==> config.mk <==
export PLATFORM = sky130hd
export DESIGN_NAME = sync_register_bank_rx
export DESIGN_NICKNAME = d
export VERILOG_FILES = /design/src/rtl/sync_register_bank_rx.sv
export SDC_FILE = /design/constraint.sdc
export NUM_CORES = 1
export LEC_CHECK = 0
export CAP_MARGIN = 20
export CELL_PAD_IN_SITES_DETAIL_PLACEMENT = 1
export CELL_PAD_IN_SITES_GLOBAL_PLACEMENT = 1
export CORE_ASPECT_RATIO = 0.5
export CORE_UTILIZATION = 35
export DETAILED_ROUTE_END_ITERATION = 12
export PLACE_DENSITY = 0.84
export SETUP_SLACK_MARGIN = 0.3
export SYNTH_ARGS = -nofsm -noshare
export SYNTH_HDL_FRONTEND = slang
export SYNTH_SLANG_ARGS = --single-unit
==> constraint.sdc <==
create_clock -name CLK -period 2.6 [get_ports CLK]
set_input_delay 0.39 -clock CLK [delete_from_list [all_inputs] [get_ports CLK]]
set_output_delay 0.39 -clock CLK [all_outputs]
set_load 0.01 [all_outputs]
==> src/rtl/sync_register_bank_rx.sv <==
// Receive side of a bank of toggle-handshake register transfers.
// Each channel synchronises its request toggle, captures its data word and returns an ack toggle.
module sync_register_bank_rx #(
  parameter int unsigned width     = 8,
  parameter int unsigned channels  = 4,
  parameter int unsigned syncDepth = 2,
  parameter logic [channels*width-1:0] init = '0
) (
  input  logic                        CLK,
  input  logic                        RST,
  input  logic [channels-1:0]         sREQ,
  input  logic [channels*width-1:0]   sD_IN,
  input  logic                        dHOLD,
  input  logic [channels-1:0]         dCLR,
  output logic [channels-1:0]         dACK,
  output logic [channels*width-1:0]   dD_OUT,
  output logic [channels-1:0]         dUPDATED,
  output logic [channels-1:0]         dVALID
);

  logic [channels-1:0]       sync_q [syncDepth];
  logic [channels-1:0]       seen_q, seen_d;
  logic [channels-1:0]       upd_q, upd_d;
  logic [channels-1:0]       valid_q, valid_d;
  logic [channels*width-1:0] data_q, data_d;
  logic [channels-1:0]       sync_last;
  logic [channels-1:0]       pend;
  logic [channels-1:0]       load;

  assign sync_last = sync_q[syncDepth-1];
  assign pend      = sync_last ^ seen_q;
  // dHOLD freezes the whole bank so all channels can be read as one snapshot.
  assign load      = pend & {channels{~dHOLD}};

  for (genvar gi = 0; gi < channels; gi++) begin : g_chan
    assign seen_d[gi]  = load[gi] ? sync_last[gi] : seen_q[gi];
    assign upd_d[gi]   = load[gi];
    // A load on the same edge as a clear wins.
    assign valid_d[gi] = load[gi] | (valid_q[gi] & ~dCLR[gi]);
    assign data_d[gi*width +: width] =
      load[gi] ? sD_IN[gi*width +: width] : data_q[gi*width +: width];
  end

  always_ff @(posedge CLK or posedge RST) begin
    if (RST) begin
      for (int s = 0; s < int'(syncDepth); s++) sync_q[s] <= '0;
      seen_q  <= '0;
      upd_q   <= '0;
      valid_q <= '0;
      data_q  <= init;
    end else begin
      sync_q[0] <= sREQ;
      for (int s = 1; s < int'(syncDepth); s++) sync_q[s] <= sync_q[s-1];
      seen_q  <= seen_d;
      upd_q   <= upd_d;
      valid_q <= valid_d;
      data_q  <= data_d;
    end
  end

  assign dACK     = seen_q;
  assign dD_OUT   = data_q;
  assign dUPDATED = upd_q;
  assign dVALID   = valid_q;

endmodule

# --- Yosys cells after proc, flatten, opt, wreduce, memory -nomap -nowiden ---
# Cells that the tools add are included.
word_totals:
  romBits: 0
  reg_bits: 52
  ramBits: 0
  wordCells: 27
  output_inout_bits: 44
  latch_bits: 0
  inputBits: 43
  memories: 0
classes:
  bitwise: 15
  n_shift: 0
  n_addsub: 0
  mux: 0
  div: 0
  order_cmp: 0
  n_eq_ne: 0
  n_mul: 0
  n_reduce_logical: 0
op_table:
  columns: ["op", "count"]
  rows:
  - ["$not 1->1", 5]
  - ["$and 1x1->1", 4]
  - ["$and 4x4->4", 1]
  - ["$or 1x1->1", 4]
  - ["$xor 4x4->4", 1]

# --- Longest topological paths before layout ---
# Gate-level depths: netlist of run 1.
depth:
  word_depth: 3
  mapped_depth: 3
  ltp_nobuf: 3

# --- Worst setup path before layout of run 1 ---
# No wires, ideal clock.
synth_timing:
  path_kind: "reg2reg"
  start: "register seen_q[0], in the netlist dACK[0]"
  end: "register data_q[0], in the netlist dD_OUT[0]"
  setup_ps: 125
  required_time_ps: 2475
  slack_ps: 1342
  arrival_time_ps: 1133
  n_path_buf: 0
  path_stages_with_launch: 4
  cell_sequence: "dfrtp_1 xnor2_1 nor2_4 mux2_2"
synth_via:
  elab_chain_len: 2
synth_rtl:
  columns: ["element", "line_no", "text"]
  rows:
  - ["start, declared", "22", "logic [channels-1:0] seen_q, seen_d;"]
  - ["start signal, assigned", "54", "seen_q <= seen_d;"]
  - ["$xor 4x4->4", "31", "assign pend = sync_last ^ seen_q;"]
  - ["$and 4x4->4", "33", "assign load = pend & {channels{~dHOLD}};"]
  - ["named net load[0]", "28", "logic [channels-1:0] load;"]
  - ["end signal, assigned", "50", "data_q <= init;"]
  - ["end signal, assigned", "57", "data_q <= data_d;"]
  - ["end, declared", "25", "logic [channels*width-1:0] data_q, data_d;"]
# The timed path passes the listed nets, and every way through them passes these cells.
# A chain may end at the register's enable or synchronous reset.

# --- Worst setup path in the final report of run 1 ---
layout_timing:
  start: "register seen_q[0], in the netlist dACK[0]"
  end: "output dACK[0]"
layout_rtl:
  columns: ["element", "line_no", "text"]
  rows:
  - ["end, declared", "15", "output logic [channels-1:0] dACK,"]
# No word-level cell between the ends.

==> results of run 1 <==
==> routing by layer <==
metal	track usage (%)	vias to the layer above	share of wire, %	routed length [um]
met5	0	-	0	0
met4	4.34	0	1.0	46
met3	3.81	4	3.8	167
met2	29.7	31	53	2340
met1	20.7	614	42	1880
li1	-	549	-	-
==> report_power, final <==
| group | internal (uW) | switching, uW |
|---|---|---|
| Clock | 285 | 262 |
| Sequential | 957 | 87.0 |
| Combinational | 456 | 243 |
==> state kept, by name, summed over array words and instances, names as in the netlist <==
register / count
dD_OUT: 32
sync_last: 4
dACK: 4
sync_q: 4
dVALID: 4
dUPDATED: 4
==> layout by cell type (no fill, tap or decap) <==
cell type | Yosys | routed
bufinv_16 | 0 | 1
mux2_4 | 16 | 16
o22ai_1 | 4 | 4
xnor2_1 | 2 | 2
buf_4 | 0 | 3
mux2_2 | 20 | 20
clkinvlp_4 | 0 | 1
inv_2 | 0 | 1
nor2_8 | 2 | 2
xnor2_2 | 2 | 2
nor2_4 | 2 | 2
clkdlybuf4s50_1 | 0 | 86
clkbuf_8 | 0 | 5
clkinv_2 | 0 | 1
inv_1 | 5 | 4
dfrtp_1 | 52 | 52
==> area by class of cell <==
type,instances,area [um^2],area share (%)
clock buffer,5,68.8,2.29
clock inverter,3,42.5,1.42
inverter,5,18.8,0.624
multi-input combinational,48,603,20.1
sequential,52,1300,43.3
tap,70,87.6,2.91
timing repair buffer,89,883,29.4
==> worst max-delay path by stage <==
stage | from | endpoint | slack [ns] | cells past startpoint
global route | dACK[2]$_DFFE_PP0P_ | dACK[2] | 0.87 | 1
finish | dACK[0]$_DFFE_PP0P_ | dACK[0] | 0.91 | 1
detailed placement | dHOLD | dD_OUT[7]$_DFFE_PP0P_ | 0.80 | 4
CTS | dACK[2]$_DFFE_PP0P_ | dACK[2] | 0.89 | 1
global placement | dHOLD | dD_OUT[15]$_DFFE_PP0P_ | 0.84 | 4
floorplan | RST | dACK[0]$_DFFE_PP0P_ | 0.95 | 1
==> kinds of logic after synthesis <==
group / share of synthesized area [%]
muxes: 24.0
and+or+nand+nor: 3.23
AOI/OAI and AO/OA: 1.29
xor gates and xnor gates: 2.58
DFF: 67.1
buffers and inverters: 1.74
==> stage by stage <==
| stage | hold slack, ns | area, um^2 | power (uW) | instances |
|---|---|---|---|---|
| final | 0.356 | 3010 | 2290 | 272 |
| after global routing | 0.366 | 3010 | 2400 | 272 |
| after CTS | 0.359 | 3010 | 2320 | 272 |
| after detailed placement | 0.337 | 2890 | 1760 | 264 |
| after global placement | 0.333 | 2890 | 1730 | 264 |
| after floorplan | 0.331 | 1940 | 1350 | 106 |
==> run_results.csv, run 1 <==
group,metric,value,unit
outcome,status,"complete, no violations",
timing,period_needed,1.69,ns
setup_path,rr_worst_depth,3,
synth,yosysMostFrequentCell,"dfrtp_1",
setup_path,path_class,"reg2out",
clocking,postCtsHoldBufs,0,
clocking,cts_setup_buffers,0,
clocking,clockRootBuffer,"clkbuf_8",
finish,final_nets,244,
global_route,grt_max_degree,32,
synth,synth_top_area_share,67.1,%
clocking,numCtsBuffers,5,
setup_path,max_stage_delay,0.60,ns
global_route,grt-ovfl-total,0,
timing,skew,0.00567,ns
clocking,cts.sinks,52,
global_route,antenna_found_initial,0,
routing,wl_per_cell,16.3,um
global_route,track_usage,16.5,%
synth,synth.cell_area,1940,um^2
finish,syn_to_final_growth,55.1,%
synth,synthDistinctLibCells,10,
synth,synthArstFlopShare,100,%
finish,n_fill_cell,501,
setup_path,end_kind,"output pin",
routing,route.detailed.drc,0,
routing,ant_nets,0,
synth,synth-edff-count,0,
floorplanning,coreArea,5110,um^2
synth,synth_seq_cells,52,
routing,vias_per_cell,4.40,
setup_path,rr_startpoint,"dACK[1]$_DFFE_PP0P_",
timing,slew_headroom,73.8,%
timing,timing.final.crit_share,64.8,%
synth,synthTopCellsByArea,"dfrtp_1, mux2_4, mux2_2",
worst_hold_path,hold_depth,0,
placed_design,routabilityCongestion,0.679,
setup_path,critical_path_buf_inv_count,1,
clocking,h-tree-depth,2,
synth,ys_warn_count,0,
worst_hold_path,hp-class,"reg2reg",
floorplanning,start_util,37.9,%
clocking,clkTransAtPathRegs,0.10,ns
routing,wl,4.44,mm
timing,setup-violations-final,0,
synth,synth_fp_nets,149,
timing,tightestPinTransition,0.393,ns
timing,setup_ws,0.914,ns
routing,drt_pre_antenna_iters,3,
synth,synth_commonest_cells,"dfrtp_1, mux2_2, mux2_4",
flow_run,cap_violations,0,
clocking,worstSkewPairLatency,0.30,ns
floorplanning,dieArea,5860,um^2
global_route,first_global_vias,1292,
floorplanning,die_w,107,um
worst_hold_path,min_to,"sync_last[0]$_DFF_PP0_",
power_and_ir_drop,power_density,762,nW/um^2
routing,vias,1198,
clocking,cts_resized,0,
setup_path,worst-path-max-fanout,3,
routing,drt-initial-drc-count,27,
timing,tns,0,ns
timing,max_freq,593,MHz
clocking,cts_tree,"done",
setup_path,r2r_slack,1.24,ns
floorplanning,fp-row-count,18,
floorplanning,die_h,54.6,um
floorplanning,ios,87,
worst_hold_path,hold_path_startpoint,"sync_q[4]$_DFF_PP0_",
synth,synth_area_leader_cell,"dfrtp_1",
setup_path,critPathTopFamily,"buffers and inverters",
setup_path,arrival,1.30,ns
timing,final_max_slew_viol_count,0,
setup_path,reg2reg_to,"dD_OUT[11]$_DFFE_PP0P_",
setup_path,crit_required,2.21,ns
clocking,cts_buffer_depth,2,
synth,syn_avg_cell_area,18.3,um^2
power_and_ir_drop,leakage,0.00129,uW
placed_design,io_buffers,86,
timing,grt_setup_unrepaired,"no",
finish,antennaDiodeCount,0,
finish,final_core_util,58.8,%
setup_path,path_cells,"clkdlybuf4s50_1",
synth,seq_area_frac_synth,67.1,%
synth,synthCells,106,
finish,drive_gt1_share,26.7,%
global_route,grt_first_pass_wirelength,7.07,mm
setup_path,cp-start-kind,"flip-flop",
timing,hold_viol,0,
placed_design,dp_hpwl,3.27,mm
synth,synth_ff_type,"dfrtp_1",
power_and_ir_drop,ir_worst_vdd,0.306,mV
placed_design,place_ws,0.798,ns
setup_path,cp_slowest_cell,"clkdlybuf4s50_1",
(Power assumes the default switching activity.)
==> inputs of run 2 (changes only) <==
--- a/config.mk
+++ b/config.mk
@@ -9,9 +9,9 @@
 export CELL_PAD_IN_SITES_DETAIL_PLACEMENT = 1
 export CELL_PAD_IN_SITES_GLOBAL_PLACEMENT = 1
 export CORE_ASPECT_RATIO = 0.5
-export CORE_UTILIZATION = 35
+export CORE_UTILIZATION = 30
 export DETAILED_ROUTE_END_ITERATION = 12
-export PLACE_DENSITY = 0.84
+export PLACE_DENSITY = 0.77
 export SETUP_SLACK_MARGIN = 0.3
 export SYNTH_ARGS = -nofsm -noshare
 export SYNTH_HDL_FRONTEND = slang
==> constraint.sdc (replaced) <==
create_clock -name CLK -period 1.5 [get_ports CLK]
set_input_delay 0.225 -clock CLK [delete_from_list [all_inputs] [get_ports CLK]]
set_output_delay 0.225 -clock CLK [all_outputs]
set_load 0.01 [all_outputs]
==> run_results.csv, run 2 (synthesized netlist as in run 1, its figures left out) <==
group,metric,value,unit
outcome,status,"complete, no violations",
timing,setup_ws,0.163,ns
floorplanning,start_util,31.5,%
floorplanning,fp-row-count,20,
timing,hold_viol,0,
power_and_ir_drop,leakage,0.00145,uW
placed_design,place_ws,-0.0937,ns
setup_path,max_stage_delay,0.45,ns
finish,drive_gt1_share,35.8,%
setup_path,cp_slowest_cell,"dfrtp_2",
routing,vias,1282,
finish,final_common_cell,"dfrtp_1",
clocking,cts.sinks,52,
power_and_ir_drop,p_total,4410,uW
finish,seq_area,1310,um^2
finish,multi_input_area,742,um^2
setup_path,rr_worst_depth,3,
setup_path,path_cells,"xnor2_4 -> nor2_4 -> mux2_2",
setup_path,end_kind,"flip-flop",
timing,skew,0.00236,ns
placed_design,dp_hpwl,3.62,mm
power_and_ir_drop,ir_worst_vdd,0.629,mV
routing,drt-initial-drc-count,46,
timing,max_freq,748,MHz
global_route,antenna_found_initial,0,
global_route,grt.busiest_layer,"met2",
timing,slew_headroom,79.0,%
floorplanning,ios,87,
placed_design,dp_cells,284,
routing,wl_per_cell,18.3,um
clocking,cts_buffer_depth,2,
timing,tightestPinTransition,0.314,ns
finish,antennaDiodeCount,0,
setup_path,arrival,1.51,ns
clocking,numCtsBuffers,5,
routing,ant_nets,0,
worst_hold_path,hp-class,"in2async",
setup_path,crit_required,1.67,ns
timing,timing.final.crit_share,89.1,%
global_route,use_met1,20.4,%
clocking,postCtsHoldBufs,0,
clocking,clockRootBuffer,"clkbuf_16",
global_route,grt_max_degree,24,
global_route,first_global_vias,1444,
setup_path,critPathTopFamily,"flip-flops",
clocking,cts_tree,"done",
routing,drt_pre_antenna_iters,4,
placed_design,routabilityCongestion,0.660,
setup_path,critical_path_buf_inv_count,0,
setup_path,path_class,"reg2reg",
setup_path,worst-path-max-fanout,5,
global_route,grt_first_pass_wirelength,8.31,mm
finish,syn_to_final_growth,69.7,%
global_route,grtUsageMet2,31.5,%
finish,largest_register_ffs,32,
timing,period_needed,1.34,ns
floorplanning,die_w,116,um
setup_path,crit_cells,3,
power_and_ir_drop,power_density,1340,nW/um^2
setup_path,cp-start-kind,"flip-flop",
timing,grt_setup_unrepaired,"yes",
floorplanning,dieArea,6810,um^2
floorplanning,coreArea,6160,um^2
finish,final_cell_mix,"dfrtp_1, clkdlybuf4s50_1, clkdlybuf4s15_1, mux2_4, mux2_2",
global_route,grt_use_met3,2.78,%
timing,tns,0,ns
routing,wl,5.50,mm
clocking,worstSkewPairLatency,0.29,ns
global_route,track_usage,16.9,%
finish,n_fill_cell,606,
setup_path,r2r_slack,0.16,ns
finish,final_nets,254,
flow_run,cap_violations,0,
routing,route.detailed.drc,0,
global_route,grt-ovfl-total,0,
timing,final_max_slew_viol_count,0,
clocking,h-tree-depth,2,
finish,final_cells,300,
timing,setup-violations-final,0,
routing,vias_per_cell,4.27,
placed_design,io_buffers,86,
clocking,clkTransAtPathRegs,0.07,ns
floorplanning,die_h,58.8,um
## run 2: per-layer routing
layer	vias up	share of wire, %
li1	577	-
met1	671	41
met2	27	56
met3	7	2.4
met4	0	0.98
met5	-	0
## run 2: worst paths after layout
check	from	to
setup reg to reg	sync_last[1]$_DFF_PP0_	dD_OUT[10]$_DFFE_PP0P_
max in group asynchronous	RST	dACK[3]$_DFFE_PP0P_
min in group CLK	sync_q[7]$_DFF_PP0_	sync_last[3]$_DFF_PP0_
setup / recovery	sync_last[1]$_DFF_PP0_	dD_OUT[10]$_DFFE_PP0P_
hold / removal	RST	dD_OUT[29]$_DFFE_PP0P_
hold reg to reg	sync_q[7]$_DFF_PP0_	sync_last[3]$_DFF_PP0_
## run 2: repair_timing
item | in CTS | in global routing
endpoints found under the hold margin | 0 | 0
pin swaps | 10 | 8
gates cloned | 4 | 0
gates resized for setup | 72 | 36
buffers inserted | 3 | 1
endpoints found under the setup margin | 76 | 60
## run 2: final cells by class
type | instances | share of cell area (%)
Sequential cell | 52 | 39.8
Clock inverter | 2 | 1.18
Tap cell | 88 | 3.35
Clock buffer | 6 | 4.22
Timing Repair Buffer | 95 | 28.2
Inverter | 5 | 0.685
Multi-Input combinational cell | 52 | 22.6
## run 2: stage by stage
| step | hold WS [ns] | area (um^2) | utilization, % |
|---|---|---|---|
| 2_1_floorplan | 0.256 | 1940 | - |
| 5_1_grt | 0.275 | 3290 | 53.4 |
| 4_1_cts | 0.255 | 3220 | 52.3 |
| 3_3_place_gp | 0.333 | 2960 | 48.1 |
| 3_5_place_dp | 0.348 | 2960 | 48.1 |
| 6_report | 0.251 | 3290 | 53.4 |
## run 2: power by group
group          leakage (uW)  internal, uW  switching [uW]  total [uW]
Sequential         0.000607          1660             175        1840
Clock             0.0000871           836             506        1340
Combinational      0.000757           749             476        1220
Total               0.00145          3250            1160        4410
## run 2: worst register-to-register path: stages (launching register included)
cell and delay, ns:
dfrtp_2 0.45, xnor2_4 0.19, nor2_4 0.20, mux2_2 0.38
==> inputs of run 3 (changes only) <==
--- a/config.mk
+++ b/config.mk
@@ -9,8 +9,10 @@
 export CELL_PAD_IN_SITES_DETAIL_PLACEMENT = 1
 export CELL_PAD_IN_SITES_GLOBAL_PLACEMENT = 1
 export CORE_ASPECT_RATIO = 0.5
+export CORE_MARGIN = 1
 export CORE_UTILIZATION = 30
 export DETAILED_ROUTE_END_ITERATION = 12
+export MAX_ROUTING_LAYER = met4
 export PLACE_DENSITY = 0.77
 export SETUP_SLACK_MARGIN = 0.3
 export SYNTH_ARGS = -nofsm -noshare
==> run_results.csv, run 3 (synthesized netlist as in run 1, its figures left out) <==
group,metric,value,unit
outcome,status,"complete, no violations",
setup_path,critPathLaunch,"sync_last[1]$_DFF_PP0_",
clocking,cts.sinks,52,
placed_design,dp_hpwl,3.62,mm
routing,ant_nets,0,
global_route,track_usage,17.5,%
setup_path,arrival,1.51,ns
clocking,clockRootBuffer,"clkbuf_16",
floorplanning,fp-row-count,20,
power_and_ir_drop,leakage,0.00145,uW
setup_path,crit_required,1.67,ns
clocking,clkTransAtPathRegs,0.07,ns
timing,timing.final.crit_share,89.1,%
power_and_ir_drop,power.internal,3250,uW
finish,largest_register_ffs,32,
flow_run,cap_violations,0,
routing,drt-initial-drc-count,59,
clocking,numCtsBuffers,5,
setup_path,max_stage_delay,0.45,ns
finish,final_cell_mix,"dfrtp_1, clkdlybuf4s50_1, clkdlybuf4s15_1, mux2_4, mux2_2",
placed_design,routabilityCongestion,0.666,
global_route,grt_first_pass_wirelength,8.33,mm
finish,final_common_cell,"dfrtp_1",
setup_path,cp-start-kind,"flip-flop",
setup_path,rr_startpoint,"sync_last[1]$_DFF_PP0_",
power_and_ir_drop,switchingPower,1150,uW
power_and_ir_drop,pwr-share-comb,27.8,%
routing,topRoutingLayerUsed,"met4",
global_route,first_global_vias,1446,
timing,tns,0,ns
finish,antennaDiodeCount,0,
setup_path,critPathTopFamily,"flip-flops",
timing,max_freq,748,MHz
power_and_ir_drop,p_sw_share,26.1,%
setup_path,worst-path-max-fanout,5,
global_route,antenna_found_initial,0,
finish,final_core_util,53.4,%
floorplanning,ios,87,
timing,period_needed,1.34,ns
routing,vias,1279,
floorplanning,coreArea,6160,um^2
power_and_ir_drop,p_seq_share,41.8,%
timing,setup-violations-final,0,
routing,wl_met3,124,um
timing,skew,0.00327,ns
clocking,cts_tree,"done",
timing,slew_headroom,79.1,%
floorplanning,die_h,58.8,um
routing,route.detailed.drc,0,
floorplanning,dieArea,6810,um^2
placed_design,io_buffers,86,
finish,final_cells,300,
setup_path,path_class,"reg2reg",
power_and_ir_drop,pwr-share-clk,30.4,%
routing,dr_wl_met2,3.08,mm
setup_path,critical_path_buf_inv_count,0,
finish,final_nets,254,
setup_path,end_kind,"flip-flop",
setup_path,cp_slowest_cell,"dfrtp_2",
routing,vias_per_cell,4.26,
clocking,worstSkewPairLatency,0.29,ns
floorplanning,die_w,116,um
routing,wl_per_cell,18.2,um
global_route,grt_max_degree,24,
setup_path,path_cells,"xnor2_4 -> nor2_4 -> mux2_2",
finish,syn_to_final_growth,69.7,%
setup_path,r2r_slack,0.16,ns
routing,wl,5.46,mm
power_and_ir_drop,ir_worst_vdd,0.626,mV
routing,wl_met1,2.20,mm
timing,final_max_slew_viol_count,0,
clocking,cts_buffer_depth,2,
timing,hold_viol,0,
timing,grt_setup_unrepaired,"yes",
finish,drive_gt1_share,35.8,%
routing,drt_pre_antenna_iters,6,
floorplanning,start_util,31.5,%
worst_hold_path,hp-class,"in2async",
timing,tightestPinTransition,0.313,ns
placed_design,dp_cells,284,
power_and_ir_drop,power_density,1340,nW/um^2
clocking,h-tree-depth,2,
global_route,grt-ovfl-total,0,
==> run 3: cell counts in the layout (fill, tap and decap cells not counted) <==
No cell type changed its count.
==> run 3: routing by layer <==
metal	track usage [%]	vias up
li1	-	579
met2	31.7	21
met5	-	-
met3	2.78	7
met4	5.49	0
met1	20.3	672
==> run 3: worst paths after layout <==
check | cells past startpoint | to
max reg2reg | 3 | dD_OUT[10]$_DFFE_PP0P_
min reg2reg | 0 | sync_last[3]$_DFF_PP0_
max | 3 | dD_OUT[10]$_DFFE_PP0P_
min | 2 | dD_OUT[29]$_DFFE_PP0P_
max in group asynchronous | 3 | dACK[3]$_DFFE_PP0P_
min in group CLK | 0 | sync_last[3]$_DFF_PP0_
==> run 3: cell type report <==
class	count	area, um^2
Tap cell	88	110
Sequential cell	52	1310
Timing Repair Buffer	95	927
Clock buffer	6	139
Fill cell	606	2870
Inverter	5	22.5
Multi-Input combinational cell	52	742
Clock inverter	2	38.8
==> run 3: worst reg2reg max path: cells and delay by family (launching register included) <==
| family | cells | cell delay, ns |
|---|---|---|
| xor gates and xnor gates | 1 | 0.19 |
| DFF | 1 | 0.45 |
| muxes | 1 | 0.38 |
| and+or+nand+nor | 1 | 0.21 |
==> run 3: timing repair <==
item                                    CTS  global route
gates cloned                              4             0
endpoints found under the setup margin   76            60
hold buffers                              0             0
gates resized for setup                  72            36
pin swaps                                10             8
buffers inserted                          3             1
hold endpoints to repair                  0             0
==> run 3: power by group through the flow <==
stage               logic (uW)  registers [uW]  clock network, uW
global placement          1200            1820                  0
CTS                       1170            1820               1370
floorplan                  404            1940                  0
detailed placement        1240            1840                  0
global route              1300            1860               1410
finish                    1220            1840               1340
==> run 3: per-stage QoR <==
step / hold WS (ns) / total power, uW / setup WS, ns / cell area (um^2)
after floorplan: 0.256 / 2340 / 0.242 / 1940
after global placement: 0.333 / 3020 / -0.0420 / 2960
after detailed placement: 0.348 / 3080 / -0.0937 / 2960
after CTS: 0.255 / 4360 / 0.164 / 3220
after global routing: 0.275 / 4580 / 0.137 / 3290
final: 0.249 / 4400 / 0.163 / 3290
==> RTL edit, RTL diff (config.mk and constraints of run 2) <==
`channels`: 4 -> 5.
--- a/src/rtl/sync_register_bank_rx.sv
+++ b/src/rtl/sync_register_bank_rx.sv
@@ -3,5 +3,5 @@
 module sync_register_bank_rx #(
   parameter int unsigned width     = 8,
-  parameter int unsigned channels  = 4,
+  parameter int unsigned channels  = 5,
   parameter int unsigned syncDepth = 2,
   parameter logic [channels*width-1:0] init = '0
Interface: changed (7 resized); port bits go from 87 to 108. No check against the original RTL was run, so the function may have changed too.
==> RTL edit against run 2 <==
- wire length rose by 30%
- utilization fell by 3.0 points
- first-iteration DRC count rose by 110%
- area after synthesis rose by 31%
- sequential cell count rose by 13
- die area rose by 30%
- worst hold slack improved by 83 ps
- worst setup slack improved by 58 ps
- clock skew rose by 6.6 ps
- design area rose by 24%
- via count rose by 27%
- total power rose by 33%
- critical path type unchanged
==> RTL edit: results (changes against run 2) <==
INSTANCE_COUNT_AFTER_PLACEMENT_WITH_TAP_CELLS_INCLUDED=352  # +24%
YOSYSSEQAREASHARE=0.641  # -0.0304
HP-CLASS='in2reg'
FINAL_NETS=316  # +24%
GRT_MOST_USED_LAYER='met2'
LAYOUT-DRIVE-GT1-SHARE=0.493  # +0.134
DIODES=0  # unchanged
STATUS='finished, final reports clean'
GRT_PASS1_WL_UM=11000  # +32%
WORSTPATHARRIVAL_PS=1490  # -20 ps
RR_STARTPOINT='sync_last[4]'
YOSYS-TOP-CELLS-COUNT='sky130_fd_sc_hd__dfrtp_1, sky130_fd_sc_hd__mux2_4, sky130_fd_sc_hd__inv_1'
DP_HPWL_UM=4520  # +25%
POST-PLACE-WS_PS=-75.1  # +18.6 ps
WORSTREG2REGEND='dD_OUT[33]'
HTREEDEPTH=3  # +1
MIN_PATH_CELLS=1
REPORT.FINAL.HOLD_VIOL_COUNT=0  # unchanged
MET3_USAGE=0.0373  # +0.00948
POWER.LEAKAGE_nW=1.86  # +28%
VIAS_PER_CELL=4.27  # about the same
SYNTH_CELL_TYPE_COUNT=9  # -1
GRT_USAGE=0.172  # +0.00275
IR_WORST_VDD_mV=0.659  # +4.8%
MAXIMUM_NUMBER_OF_PINS_ON_ONE_NET_BEFORE_GLOBAL_ROUTE_REPAIR=66  # +180%
SYNTHFLOPTYPE='sky130_fd_sc_hd__dfrtp_1'
SYNTH-WARNING-COUNT=0  # unchanged
DR_WL_MET3_UM=151  # +13%
SYNTH_NETS=186  # +25%
SLOWEST_STAGE='sky130_fd_sc_hd__dfrtp_2'
CTS_INSERTED_BUFFERS=9  # +4
GLOBALPLACE.CONGESTION=0.750  # +14%
WORST_PATH_DOMINANT_CELL_FAMILY='flip-flops'
IO_BUFFER_COUNT=107  # +24%
GRT_UTIL_MET2=0.312  # -0.00263
DRT-MET1-WL_UM=2920  # +31%
TOTALWIRELENGTH_UM=7130  # +30%
LARGEST_REGISTER_FFS=40  # +25%
TIGHTEST_SLEW_PS=344  # +29.4 ps
NETLIST_TOP_CELLS_AREA='sky130_fd_sc_hd__dfrtp_1, sky130_fd_sc_hd__mux2_4, sky130_fd_sc_hd__nor2_8'
CTSLONGESTPATHBUFFERS=2  # unchanged
DR_WL_MET2_UM=3930  # +28%
CRITICALPATHCATEGORY='reg2reg'
TIMING.CLOCK.SKEW_PS=8.96  # +6.60 ps
INITIAL_DRC_COUNT=96  # +110%
TIMING.SETUP.TNS_PS=0  # unchanged
GRT_PASS1_VIAS=1809  # +25%
WL_PER_CELL_UM=18.8  # +2.5%
WORSTSKEWPAIRLATENCY_PS=330  # +40 ps
CTS.ROOT.BUFFER_CELL='sky130_fd_sc_hd__clkbuf_16'
GRT.MET1_USAGE=0.197  # -0.00739
DR.PASS1.ITERS=4  # unchanged
NUMBER_OF_CELLS_PRODUCED_BY_SYNTHESIS=133  # +25%
CTS.CLK_SLEW.WORST_PATHS_PS=60
FF2FF_SETUP_SLACK_PS=220  # +60 ps
TIMING.CRITICAL_PATH.FANOUT_MAX=5  # unchanged
-- RTL edit: cell types whose count changed in the layout (fill, tap and decap cells not counted), moves of 9 or more --
cell                              delta
sky130_fd_sc_hd__dfrtp_1            +10
sky130_fd_sc_hd__clkdlybuf4s15_1    -14
sky130_fd_sc_hd__clkbuf_2           +26
sky130_fd_sc_hd__clkdlybuf4s50_1    +10
sky130_fd_sc_hd__mux2_4             +15
sky130_fd_sc_hd__dlygate4sd2_1       -9
-- RTL edit: cell families after synthesis --
logic type,count (synthesis),share of synthesized area
AO/OA/AOI/OAI,5,0.0123
XOR/XNOR,5,0.0321
buffers and inverters,8,0.0163
flip-flops,65,0.641
multiplexers,45,0.259
AND/OR/NAND/NOR,5,0.0394
-- RTL edit: worst max path at each step --
stage	to	slack, ps
2_1_floorplan	dD_OUT[0]	250
3_3_place_gp	dD_OUT[37]	-70
3_5_place_dp	dD_OUT[35]	-80
4_1_cts	dACK[4]	170
5_1_grt	dD_OUT[39]	190
6_report	dD_OUT[33]	220
-- RTL edit: timing repair --
action	CTS	global route
hold buffers	0	0
buffers inserted	4	3
cloned	5	0
pin swaps	14	6
resized for setup	137	33
endpoints found under the setup margin	95	75
-- RTL edit: cell type report --
cell class,instances,area [sq um]
Fill cell,798,4010
Sequential cell,65,1640
Timing Repair Buffer,116,991
Multi-Input combinational cell,65,982
Clock buffer,11,243
Tap cell,112,140
Clock inverter,5,55.1
Inverter,6,26.3
-- RTL edit: metrics by stage --
step	hold slack (ps)	power, mW	cell area [sq um]
floorplan	256	3.04	2540
CTS	326	6.00	4200
detailed placement	338	3.96	3770
global placement	333	3.89	3770
global route	334	6.11	4080
finish	334	5.87	4080
-- RTL edit: report_power, final --
part | switching [mW] | internal, mW
Sequential | 0.219 | 2.08
Clock | 0.753 | 1.32
Combinational | 0.604 | 0.880
